[config.mk]
export PLATFORM = sky130hd
export DESIGN_NAME = fetch_unit
export DESIGN_NICKNAME = d
export VERILOG_FILES = /design/src/rtl/fetch_unit.sv
export SDC_FILE = /design/constraint.sdc
export NUM_CORES = 1
export LEC_CHECK = 0
export CORE_AREA = 2 2 134 136
export DETAILED_ROUTE_END_ITERATION = 6
export DIE_AREA = 0 0 136 138
export GPL_TIMING_DRIVEN = 0
export PLACE_DENSITY = 0.82
export SLEW_MARGIN = 20
export SYNTH_ARGS = -nofsm -noshare
export SYNTH_HDL_FRONTEND = slang
export SYNTH_SLANG_ARGS = --single-unit
[constraint.sdc]
create_clock -name clk -period 9.8 [get_ports clk]
set_input_delay 2.94 -clock clk [delete_from_list [all_inputs] [get_ports clk]]
set_output_delay 2.94 -clock clk [all_outputs]
set_load 0.02 [all_outputs]
[src/rtl/fetch_unit.sv]
// rtl/fetch_unit.sv - instruction fetch: pc_next, credit-limited imem reads, in-order tagged queue to decode
// Optional FETCH_PERF_EN adds a saturating stall_cnt output.
module fetch_unit #(
  parameter int AW     = 19,
  parameter int IW     = 19,
  parameter int QDEPTH = 4
) (
  input  logic          clk,
  input  logic          rst,
  input  logic [AW-1:0] pc,
  output logic [AW-1:0] pc_next,
  output logic          imem_req_valid,
  output logic [AW-1:0] imem_req_addr,
  input  logic          imem_req_ready,
  input  logic          imem_rsp_valid,
  input  logic [IW-1:0] imem_rsp_data,
  input  logic          redirect_valid,
  input  logic [AW-1:0] redirect_pc,
  output logic          inst_valid,
  output logic [IW-1:0] inst_data,
  output logic [AW-1:0] inst_pc,
  input  logic          inst_ready
`ifdef FETCH_PERF_EN
  ,
  output logic [15:0]   stall_cnt
`endif
);

  localparam int PW = $clog2(QDEPTH);
  localparam int CW = PW + 1;

  logic [PW-1:0] q_rd_q, q_rd_d, q_wr_q, q_wr_d;
  logic [PW-1:0] a_rd_q, a_rd_d, a_wr_q, a_wr_d;
  logic [CW-1:0] q_cnt_q, q_cnt_d;
  logic [CW-1:0] outstanding_q, outstanding_d;
  logic [CW-1:0] drop_q, drop_d;

  logic [IW-1:0] q_data_q [QDEPTH];
  logic [AW-1:0] q_pc_q   [QDEPTH];
  logic [AW-1:0] a_addr_q [QDEPTH];

  logic [CW:0] credit;
  logic        req_fire, pop, rsp_ok, rsp_keep;

  // Queue entries plus in-flight requests never exceed QDEPTH, so pushes cannot overflow.
  assign credit         = {1'b0, q_cnt_q} + {1'b0, outstanding_q};
  assign imem_req_valid = rst & ~redirect_valid & (credit < (CW+1)'(QDEPTH));
  assign imem_req_addr  = pc;
  assign req_fire       = imem_req_valid & imem_req_ready;
  assign inst_valid     = (q_cnt_q != '0);
  assign inst_data      = q_data_q[q_rd_q];
  assign inst_pc        = q_pc_q[q_rd_q];
  assign pop            = inst_valid & inst_ready;
  assign rsp_ok         = imem_rsp_valid & (outstanding_q != '0);
  assign rsp_keep       = rsp_ok & ~redirect_valid & (drop_q == '0);

  always_comb begin
    pc_next = pc;
    if (redirect_valid)
      pc_next = redirect_pc;
    else if (req_fire)
      pc_next = AW'(pc + AW'(1));
  end

  always_comb begin
    q_rd_d        = q_rd_q;
    q_wr_d        = q_wr_q;
    a_rd_d        = a_rd_q;
    a_wr_d        = a_wr_q;
    q_cnt_d       = q_cnt_q;
    outstanding_d = outstanding_q;
    drop_d        = drop_q;
    if (redirect_valid) begin
      // Everything still in flight belongs to the squashed path and must be dropped on return.
      q_rd_d        = '0;
      q_wr_d        = '0;
      a_rd_d        = '0;
      a_wr_d        = '0;
      q_cnt_d       = '0;
      outstanding_d = outstanding_q - CW'(rsp_ok);
      drop_d        = outstanding_q - CW'(rsp_ok);
    end else begin
      if (req_fire) a_wr_d = a_wr_q + PW'(1);
      if (rsp_keep) begin
        a_rd_d = a_rd_q + PW'(1);
        q_wr_d = q_wr_q + PW'(1);
      end
      if (pop) q_rd_d = q_rd_q + PW'(1);
      q_cnt_d       = q_cnt_q + CW'(rsp_keep) - CW'(pop);
      outstanding_d = outstanding_q + CW'(req_fire) - CW'(rsp_ok);
      if (rsp_ok && drop_q != '0) drop_d = drop_q - CW'(1);
    end
  end

  always_ff @(posedge clk or negedge rst) begin
    if (!rst) begin
      q_rd_q        <= '0;
      q_wr_q        <= '0;
      a_rd_q        <= '0;
      a_wr_q        <= '0;
      q_cnt_q       <= '0;
      outstanding_q <= '0;
      drop_q        <= '0;
    end else begin
      q_rd_q        <= q_rd_d;
      q_wr_q        <= q_wr_d;
      a_rd_q        <= a_rd_d;
      a_wr_q        <= a_wr_d;
      q_cnt_q       <= q_cnt_d;
      outstanding_q <= outstanding_d;
      drop_q        <= drop_d;
    end
  end

  // Payload storage needs no reset; validity is carried by the pointers and counts.
  always_ff @(posedge clk) begin
    if (req_fire) a_addr_q[a_wr_q] <= pc;
    if (rsp_keep) begin
      q_data_q[q_wr_q] <= imem_rsp_data;
      q_pc_q[q_wr_q]   <= a_addr_q[a_rd_q];
    end
  end

`ifdef FETCH_PERF_EN
  logic [15:0] stall_cnt_q, stall_cnt_d;

  always_comb begin
    stall_cnt_d = stall_cnt_q;
    if (!inst_valid && !redirect_valid && stall_cnt_q != 16'hFFFF)
      stall_cnt_d = stall_cnt_q + 16'd1;
  end

  always_ff @(posedge clk or negedge rst) begin
    if (!rst) stall_cnt_q <= '0;
    else      stall_cnt_q <= stall_cnt_d;
  end

  assign stall_cnt = stall_cnt_q;
`endif

endmodule

==> flow_summary.yaml <==
outcome:
  status: "finished clean"
pwr:
  pwr-share-comb_pct: 24.8
  pwr-share-clk_pct: 29.5
  vdd_drop_max_uv: 164
  powerDensity_nw_per_um2: 217
  power_leakage_nw: 4.12
  seqPwrFrac_pct: 45.7
  switching_power_mw: 0.713
  swShare_pct: 26.3
  p_int_mw: 1.99
sta:
  setup_viol_count_final: 0
  slew_viol_final: 0
  setup_tns_ns: 0
  fmax_ghz: 0.107
  layout_min_cycle_time_ns: 9.31
  timing.final.crit_share_pct: 95.0
  fin_skew_ns: 0.0134
  max_slew_margin_pct: 34.3
  rsz0062_at_grt: "false"
  tightest_slew_ns: 0.985
  hold_viol: 0
die:
  rows: 49
  die_y_um: 138
  initial_core_util_pct: 57.2
  ios: 141
  core-area_um2: 17500
  dieArea_um2: 18800
  die_x_um: 136
cells_and_area:
  nNetsFinal: 784
  finish.utilization_pct: 71.3
  area_delta_synth_final_pct: 24.6
  nFillCells: 1057
  fin_area_um2: 12500
  mostFrequentLayoutCells: "edfxtp_1 (228), clkdlybuf4s50_1 (140), mux4_2 (57), nand2_1 (33), o21ai_0 (24)"
  antenna_cells: 0
  drive_above_1_share_pct: 16.9
  fin_cells: 945
  final_common_cell: "edfxtp_1"
clock_network:
  h-tree-depth: 1
  cts_tree: "built"
  clockBufferDepth: 3
  root_buffer: "clkbuf_16"
  cts_sinks: 245
  cts_resized: 0
  clock_latency_ns: 0.50
  clk_pin_slew_ns: 0.06
  cts_hold_buffers: 0
  post_cts_buffers: 0
  cts_buffers: 22
critical_path:
  worstPathRequired_ns: 6.86
  cp-start-kind: "input port"
  crit_fanout: 18
  cp_data_arrival_time_ns: 6.37
  reg2reg_setup_slack_ns: 6.77
  critPathCaptureType: "primary output"
  critical_path_class: "in -> out"
  rr_worst_depth: 12
yosys:
  synth-seq-cells: 245
  synth_nets: 616
  synthTopCellsByArea: "edfxtp_1 (68%), mux4_2 (13%), dfrtp_1 (4.2%)"
  ys_seq_area_share_pct: 72.5
  synth_largest_area_cell: "edfxtp_1"
  syn_inst: 532
  syn_area_per_cell_um2: 18.9
  ys_types: 35
  yosys_warnings: 0
  syn_area_um2: 10000
  yosysTopAreaCellShare_pct: 68.2
hold_path:
  hold_depth: 1
  hp-class: "reg -> reg"
routing:
  routed_wirelength_um: 20100
  firstDrtPassIters: 4
  drt_iter0_drc: 466
  vias_per_cell: 5.74
  antenna_left: 0
  num_vias: 5422
  wl_per_cell_um: 21.3
  drc: 0
place:
  hpwl_um: 13000
  portBuffers: 140
  place_area_um2: 11800
  gp_congestion: 0.838
  dpl.cell_count: 905
global_route:
  first_global_vias: 5944
  grt_max_degree: 25
  grtUsageTotal_pct: 22.3
  antenna_found_initial: 0
  grt-ovfl-total: 0
  grt_pass1_wl_um: 31900
flow_run:
  maxCapViolCount: 0
[final timing paths]
check	start	end
setup / recovery	rst	pc_next[18]
hold / removal	outstanding_q[2]	outstanding_q[2]
setup reg to reg	q_cnt_q[1]	outstanding_q[2]
hold reg to reg	outstanding_q[2]	outstanding_q[2]
max in group asynchronous	rst	q_cnt_q[2]
min in group asynchronous	rst	q_wr_q[1]
[power by group through the flow]
stage / Clock, mW / Sequential [mW] / Combinational (mW)
floorplan: 0 / 1.25 / 0.418
global placement: 0 / 1.25 / 0.646
detailed placement: 0 / 1.26 / 0.674
CTS: 0.810 / 1.24 / 0.681
global route: 0.845 / 1.24 / 0.731
finish: 0.799 / 1.24 / 0.671
[Yosys cell counts (all sizes together)]
library cell / number
a21oi: 3
a31oi: 1
and2: 9
and3: 3
and4: 3
buf: 25
clkbuf: 15
dfrtp: 17
edfxtp: 228
fa: 2
ha: 19
inv: 19
mux2: 2
mux2i: 2
mux4: 57
nand2: 33
nand2b: 1
nand3: 6
nand4: 5
nor2: 11
nor2b: 1
nor3: 5
nor3b: 1
nor4: 6
nor4b: 1
o21ai: 24
o31ai: 2
or3: 2
or4b: 1
xnor2: 17
xor2: 11
[area by class of cell]
cell class              instances  area (µm²)  share of cell area [%]
flip-flops and latches        245        7270                    58.2
multi-input cells             228        2470                    19.8
repair buffers                144        1500                    12.0
clock buffers                  33         643                    5.15
well taps                     229         287                    2.29
plain buffers                  40         224                    1.79
inverters                      19        71.3                   0.571
clock inverters                 7        32.5                   0.260
[state kept, by name, indices dropped and copies added, names as in the netlist]
register / flops
q_data_q: 76
q_wr_q: 2
q_rd_q: 2
q_cnt_q: 3
a_wr_q: 2
a_addr_q: 76
a_rd_q: 2
drop_q: 3
q_pc_q: 76
outstanding_q: 3
[logic make-up after synthesis]
kind of cell,synth area share [%]
flip-flops,72.5
AND/OR/NAND/NOR,4.58
multiplexers,13.2
buffers and inverters,2.94
AO/OA/AOI/OAI,1.56
XOR/XNOR,2.44
adder cells (fa/ha/maj),2.77
[per-layer routing]
metal | global-route usage, % | vias to the layer above | part of all wire, %
met1 | 28.6 | 2777 | 39
met5 | 0 | - | 0
met4 | 4.66 | 0 | 1.4
met2 | 39.9 | 214 | 53
met3 | 3.81 | 24 | 6.4
li1 | - | 2407 | -
[per-stage QoR]
| stage | power [mW] | hold slack (ns) | setup slack [ns] |
|---|---|---|---|
| after global routing | 2.82 | 0.590 | 0.171 |
| after detailed placement | 1.93 | 0.540 | 0.457 |
| final | 2.71 | 0.547 | 0.486 |
| after global placement | 1.90 | 0.533 | 0.481 |
| after floorplan | 1.67 | 0.504 | 2.18 |
| after CTS | 2.73 | 0.548 | 0.432 |
[critical path: stages]
cell and delay [ns]:
clkdlybuf4s50_1 1.00, nor3b_2 0.30, and4_1 0.29, inv_2 0.09, or4b_4 0.53, or3_1 0.37, a31oi_1 0.21, clkdlybuf4s50_1 0.64
Note: power is estimated with default switching activity, not from simulation.
